File: config.mk
export PLATFORM = sky130hd
export DESIGN_NAME = if_stage_fetch
export DESIGN_NICKNAME = d
export VERILOG_FILES = /design/src/rtl/if_stage_fetch.sv
export SDC_FILE = /design/constraint.sdc
export NUM_CORES = 1
export LEC_CHECK = 0
export ABC_AREA = 1
export CORE_MARGIN = 5
export CORE_UTILIZATION = 50
export CTS_CLUSTER_SIZE = 25
export DETAILED_ROUTE_END_ITERATION = 12
export PLACE_DENSITY = 0.75
export REMOVE_ABC_BUFFERS = 1
export SKIP_CTS_REPAIR_TIMING = 1
export SLEW_MARGIN = 40
export SYNTH_ARGS = -nofsm -noshare
export SYNTH_HDL_FRONTEND = slang
export SYNTH_SLANG_ARGS = --single-unit
File: constraint.sdc
create_clock -name i_clk -period 4.1 [get_ports i_clk]
set_input_delay 0.82 -clock i_clk [delete_from_list [all_inputs] [get_ports i_clk]]
set_output_delay 0.82 -clock i_clk [all_outputs]
set_load 0.02 [all_outputs]
File: src/rtl/if_stage_fetch.sv
// -----------------------------------------------------------------------------
// if_stage_fetch
//   Instruction-fetch stage of the pipelined (non-forwarding) RV32I core.
//   Owns the PC register and the IF/ID pipeline register, issues fetches over
//   a req/ack handshake, honours stall from the hazard unit and redirect
//   (flush) from EX.
//
// Parameters
//   RESET_PC   PC loaded at reset
//   NOP_INSTR  bubble instruction placed in IF/ID (addi x0,x0,0)
//
// Ports
//   i_clk, i_reset        clock; synchronous active-low reset
//   i_stall               hold PC and IF/ID
//   i_pc_sel, i_pc_target redirect to target and flush IF/ID
//   o_imem_req/o_imem_addr fetch request and address (addr stable until ack)
//   i_imem_ack/i_imem_rdata fetch completion and instruction data
//   o_pc_id, o_pc4_id, o_instr_id, o_valid_id   IF/ID register contents
//
// Optional build macro
//   IF_STAGE_PERF_CNT_EN  adds o_fetch_cnt (instructions accepted into IF/ID)
//                         and o_stall_cnt (cycles with i_stall=1).
// -----------------------------------------------------------------------------
module if_stage_fetch #(
    parameter logic [31:0] RESET_PC  = 32'h0000_0000,
    parameter logic [31:0] NOP_INSTR = 32'h0000_0013
) (
    input  logic        i_clk,
    input  logic        i_reset,
    input  logic        i_stall,
    input  logic        i_pc_sel,
    input  logic [31:0] i_pc_target,
    output logic        o_imem_req,
    output logic [31:0] o_imem_addr,
    input  logic        i_imem_ack,
    input  logic [31:0] i_imem_rdata,
    output logic [31:0] o_pc_id,
    output logic [31:0] o_pc4_id,
    output logic [31:0] o_instr_id,
    output logic        o_valid_id
`ifdef IF_STAGE_PERF_CNT_EN
    ,
    output logic [31:0] o_fetch_cnt,
    output logic [31:0] o_stall_cnt
`endif
);

    typedef enum logic [1:0] {
        S_IDLE  = 2'd0,
        S_FETCH = 2'd1,
        S_HOLD  = 2'd2
    } state_t;

    state_t      state_reg, state_next;
    logic [31:0] pc_reg, pc_next;
    logic        kill_reg, kill_next;         // outstanding fetch must be dropped
    logic [31:0] target_reg, target_next;     // redirect target saved while killing
    logic [31:0] hold_instr_reg, hold_instr_next;
    logic [31:0] pc_id_reg, pc_id_next;
    logic [31:0] pc4_id_reg, pc4_id_next;
    logic [31:0] instr_id_reg, instr_id_next;
    logic        valid_id_reg, valid_id_next;
    logic [31:0] pc_plus4;

    // Wraps modulo 2^32; low PC bits are carried through untouched.
    assign pc_plus4 = pc_reg + 32'd4;

    always_comb begin
        state_next      = state_reg;
        pc_next         = pc_reg;
        kill_next       = kill_reg;
        target_next     = target_reg;
        hold_instr_next = hold_instr_reg;
        pc_id_next      = pc_id_reg;
        pc4_id_next     = pc4_id_reg;
        instr_id_next   = instr_id_reg;
        valid_id_next   = valid_id_reg;

        case (state_reg)
            S_IDLE: begin
                state_next = S_FETCH;
            end
            S_FETCH: begin
                if (i_imem_ack) begin
                    if (kill_reg) begin
                        // Fetch belonged to the squashed path: drop it.
                        kill_next = 1'b0;
                        pc_next   = target_reg;
                        if (!i_stall) begin
                            // A bubble uses the same contents as the reset value.
                            pc_id_next    = 32'd0;
                            pc4_id_next   = 32'd0;
                            instr_id_next = NOP_INSTR;
                            valid_id_next = 1'b0;
                        end
                    end else if (!i_stall) begin
                        pc_id_next    = pc_reg;
                        pc4_id_next   = pc_plus4;
                        instr_id_next = i_imem_rdata;
                        valid_id_next = 1'b1;
                        pc_next       = pc_plus4;
                    end else begin
                        // Data arrived while ID is frozen; park it until release.
                        hold_instr_next = i_imem_rdata;
                        state_next      = S_HOLD;
                    end
                end else if (!i_stall) begin
                    pc_id_next    = 32'd0;
                    pc4_id_next   = 32'd0;
                    instr_id_next = NOP_INSTR;
                    valid_id_next = 1'b0;
                end
            end
            S_HOLD: begin
                if (!i_stall) begin
                    pc_id_next    = pc_reg;
                    pc4_id_next   = pc_plus4;
                    instr_id_next = hold_instr_reg;
                    valid_id_next = 1'b1;
                    pc_next       = pc_plus4;
                    state_next    = S_FETCH;
                end
            end
            default: begin
                state_next = S_IDLE;
            end
        endcase

        // Redirect overrides everything above, including stall.
        if (i_pc_sel) begin
            pc_id_next    = 32'd0;
            pc4_id_next   = 32'd0;
            instr_id_next = NOP_INSTR;
            valid_id_next = 1'b0;
            state_next    = S_FETCH;
            if (state_reg == S_FETCH && !i_imem_ack) begin
                // Address must stay stable until the pending ack; remember
                // the target (a later redirect overwrites it) and kill the data.
                pc_next     = pc_reg;
                kill_next   = 1'b1;
                target_next = i_pc_target;
            end else begin
                pc_next   = i_pc_target;
                kill_next = 1'b0;
            end
        end
    end

    always_ff @(posedge i_clk) begin
        if (!i_reset) begin
            state_reg      <= S_IDLE;
            pc_reg         <= RESET_PC;
            kill_reg       <= 1'b0;
            target_reg     <= 32'd0;
            hold_instr_reg <= NOP_INSTR;
            pc_id_reg      <= 32'd0;
            pc4_id_reg     <= 32'd0;
            instr_id_reg   <= NOP_INSTR;
            valid_id_reg   <= 1'b0;
        end else begin
            state_reg      <= state_next;
            pc_reg         <= pc_next;
            kill_reg       <= kill_next;
            target_reg     <= target_next;
            hold_instr_reg <= hold_instr_next;
            pc_id_reg      <= pc_id_next;
            pc4_id_reg     <= pc4_id_next;
            instr_id_reg   <= instr_id_next;
            valid_id_reg   <= valid_id_next;
        end
    end

    assign o_imem_req  = (state_reg == S_FETCH);
    assign o_imem_addr = pc_reg;
    assign o_pc_id     = pc_id_reg;
    assign o_pc4_id    = pc4_id_reg;
    assign o_instr_id  = instr_id_reg;
    assign o_valid_id  = valid_id_reg;

`ifdef IF_STAGE_PERF_CNT_EN
    logic [31:0] fetch_cnt_reg;
    logic [31:0] stall_cnt_reg;
    logic        accept;

    // A real instruction enters IF/ID either straight from memory or from
    // the hold buffer; redirect turns both into a bubble.
    assign accept = !i_pc_sel && !i_stall &&
                    ((state_reg == S_FETCH && i_imem_ack && !kill_reg) ||
                     (state_reg == S_HOLD));

    always_ff @(posedge i_clk) begin
        if (!i_reset) begin
            fetch_cnt_reg <= 32'd0;
            stall_cnt_reg <= 32'd0;
        end else begin
            if (accept) begin
                fetch_cnt_reg <= fetch_cnt_reg + 32'd1;
            end
            if (i_stall) begin
                stall_cnt_reg <= stall_cnt_reg + 32'd1;
            end
        end
    end

    assign o_fetch_cnt = fetch_cnt_reg;
    assign o_stall_cnt = stall_cnt_reg;
`endif

endmodule

==> summary by stage <==
Outcome
The run finished with clean final reports.

Cells and area
Compared with the post-synthesis result, the final layout area differs by 28.1%. For this run, the post-layout net count is approximately 1600. 0 antenna diodes ended up in the layout. The number of standard cells in the layout, taps in and fillers out is between 1500 and 2000. In the final layout, the share of cells above drive strength 1 is between 6 and 7%.

The area of all placed cells without fillers is 12200 µm².

Timing
The final-report setup violation count is 0. The final worst clock skew is 0.0147 ns. Static timing analysis puts the maximum clock frequency at ~370 MHz.

The worst path uses around 67% of the clock period. The final number of max-transition violations was 0. The worst path in the final design needs a cycle of roughly 2.7 ns, including I/O delays and setup. The post-layout worst setup margin is between 1 and 1.5 ns. The total negative slack is 0 ns.

The slew of the pin with the lowest slew margin is approximately 0.7 ns. Setup repair after global routing left no endpoint under its margin. The number of hold violations in the final report is 0. The worst pin sits at a relative slew slack of approximately 52%.

Placement
The quantity of I/O buffers inserted on ports is 198. The instance count after placement with tap cells included is 1762. Before CTS, the worst setup slack after placement is approximately 0.96 ns. The final RePlAce weighted congestion is ~0.9. Summing all placed instances gives a cell area of 11700 µm². Summed over all nets, the half-perimeter wirelength after detailed placement is around 21000 µm.

Floorplan
The die span in x is between 100 and 150 µm. Once the floorplan was initialized, standard cells occupied just over 50% of the core. The core region is roughly 19000 µm².

In this run the vertical extent of the chip is 148 µm. The standard-cell row count is 50. between 150 and 200 I/O pins were placed. The floorplan step defined a die boundary enclosing between 20000 and 25000 µm².

GRT
The sum of overflow across all layers after global routing is 0. The global-route wire length before repair is a little over 50000 µm. The number of global-route vias before repair is 9545. The maximum number of pins on one net before global-route repair is 87. The initial antenna violation count came to 0. The global-route total usage across every layer is 28.2%.

Worst setup path
The startpoint-to-endpoint class of the critical path is in -> reg. The sum of buffers and inverters on the critical path is 5. At the worst endpoint, the arrival time is 3.09 ns. The worst register-to-register path begins at state_reg[1]$_SDFFE_PP0P_.

The highest cell delay on the worst timing path is approximately 0.44 ns. Along the worst path, the maximum fanout reaches 34. The cell family contributing the most delay on the critical path is buffers and inverters. At the worst endpoint, the required time is about 4.5 ns.

Walking the worst path, the cells encountered are clkdlybuf4s50_1 -> nand2_1 -> inv_1 -> nand3_1 -> buf_4 -> nand2_1 -> inv_2 -> buf_4 -> o21ai_0 -> a41oi_1. The setup check on the worst reg-to-reg path leaves a slack of 1.49 ns. The worst setup path is launched from a primary input. The reg-to-reg critical path endpoint is o_instr_id[9]$_SDFFE_PP0P_. The depth of the worst register-to-register path is 11. The largest individual stage delay along the critical path comes from the cell clkdlybuf4s50_1. STA classifies the critical path endpoint as a flop.

Synthesis
By count the netlist is led by 313 x nand2_1, 196 x dfxtp_1, 170 x o21ai_0. The netlist uses 33 different library cells. The most used flip-flop cell after synthesis is dfxtp_1. Ranked by total cell area, the synthesized netlist is headed by dfxtp_1 41%, nand2_1 12%, o21ai_0 8.9%, a21oi_1 8.5%, nand3_1 7.4%. Summing the sequential cell areas from Yosys gives about two fifths of the chip area. The netlist area before placement is approximately 9600 µm². Synthesis inferred just under 200 register bits. The instance count of the mapped netlist is between 1000 and 1500. For this run, asynchronously set or reset flops after synthesis account for 0%. In this run the biggest area consumer among cell types represents 41.0% of the synthesized area. The count of flip-flops with a built-in enable after synthesis is 0. The cell with the most instances after synthesis is nand2_1.

A synthesized cell averages between 6 and 7 µm². Summed over all instances, the cell type with the most area after synthesis is dfxtp_1. The Yosys step of the flow raised 0 warnings.

Route
For this block, the initial DRC count from the detailed router was roughly 1100. The number of vias after detailed routing is around 10000. In this run the remaining antenna-violating nets after routing total 0. The routed via count divided by cell count is about 5.8. The first detailed-routing pass ran for 7 iterations. After detailed routing, the number of remaining DRC violations is 0. The post-detailed-route wirelength per cell is between 15 and 20 µm.

For this block, the routed nets add up to around 32000 µm of wire.

Power
The net switching component of the power is 1.48 mW. Across the VDD grid, the largest voltage drop is between 0.2 and 0.3 mV. The total chip power is around 4.6 mW. The clock network power share is approximately a third. Sequential cells burn 46.2% of the power. The internal portion of total power is ~3.1 mW. The cell leakage power is 4.57 nW. The fraction of power consumed by combinational cells is a little under a fifth.

The switching part of the total is between 30% and 40%. The power density normalized to cell area is around 380 nW/µm².

Hold path
The startpoint identified for the worst hold timing path is target_reg[14]$_SDFFE_PN0P_. The number of instances on the worst hold path is 2. The path type of the worst min-delay path is reg -> reg.

The hold path endpoint is target_reg[14]$_SDFFE_PN0P_.

Run
The reported max-cap violation count is 0.

CTS
After clock tree synthesis, the clock-pin slew on the worst setup and hold paths is 0.07 ns. The number of buffers inserted during clock tree synthesis is 17. The number of levels the H-tree was split into is 4. The worst-skew pair later-pin latency is ~0.45 ns. The tree is rooted in a clkbuf_16.

The clock passes through at most 2 buffers. The total clock sinks is between 150 and 200. TritonCTS built the clock tree.
[layout make-up]
class                   count  area [µm²]
clock buffers              18         429
well taps                 234         293
flip-flops and latches    196        3920
clock inverters            14         141
repair buffers            229        2220
inverters                 101         379
multi-input cells        1002        4860
fillers                  1649        6530
[power groups by stage]
stage	Sequential [mW]	Combinational [mW]	Clock, mW
after floorplan	2.21	0.366	0
after global placement	2.17	0.836	0
after detailed placement	2.17	0.848	0
after CTS	2.13	0.854	1.65
after global routing	2.15	0.941	1.72
final	2.14	0.862	1.63
[worst max-delay path by stage]
stage	startpoint	to	slack (ns)	cells past startpoint
floorplan	state_reg[0]$_SDFFE_PN0P_	o_imem_addr[10]$_SDFFE_PN0P_	0.04	8
global placement	i_imem_ack	o_instr_id[18]$_SDFFE_PP0P_	1.03	10
detailed placement	i_imem_ack	o_instr_id[26]$_SDFFE_PP0P_	0.96	10
CTS	i_imem_ack	o_instr_id[7]$_SDFFE_PP0P_	1.44	10
global route	i_imem_ack	o_instr_id[11]$_SDFFE_PP0P_	1.12	10
finish	i_imem_ack	o_instr_id[9]$_SDFFE_PP0P_	1.37	10
[worst reg2reg max path: stages (launching register included)]
cell	delay, ns
dfxtp_1	0.38
inv_1	0.08
ha_1	0.25
nand2_1	0.08
inv_1	0.06
nand3_1	0.07
buf_4	0.34
nand2_1	0.18
inv_2	0.36
buf_4	0.39
o21ai_0	0.16
a41oi_1	0.19
[logic make-up after synthesis]
kind of cell / share of synthesized area (%)
flops: 41.0
compound gates: 22.2
simple gates: 26.5
xor+xnor: 1.24
buf+inv: 8.30
fa+ha+maj: 0.654
[routing by layer]
metal	wire, µm	GRT usage (%)
met1	13500	38.1
met2	14500	44.8
met3	2890	5.42
met4	941	10.9
met5	0	0
[placed cells by master, fill, tap and decap left out, types with 12 or more instances in the layout]
cell type        count
a21oi_1            161
a31oi_1             16
a41oi_1             27
buf_4               29
clkbuf_16           17
clkdlybuf4s50_1    196
dfxtp_1            196
inv_1               94
nand2_1            313
nand3_1            141
nand4_1             12
nor2_1             101
o21ai_0            170
[through the flow]
| stage | util [%] | hold slack (ns) |
|---|---|---|
| after global routing | 65.2 | 0.482 |
| after detailed placement | 62.2 | 0.451 |
| final | 65.2 | 0.461 |
| after floorplan | - | 0.434 |
| after global placement | 62.2 | 0.446 |
| after CTS | 65.2 | 0.462 |
Power figures use the tool's default switching activity.
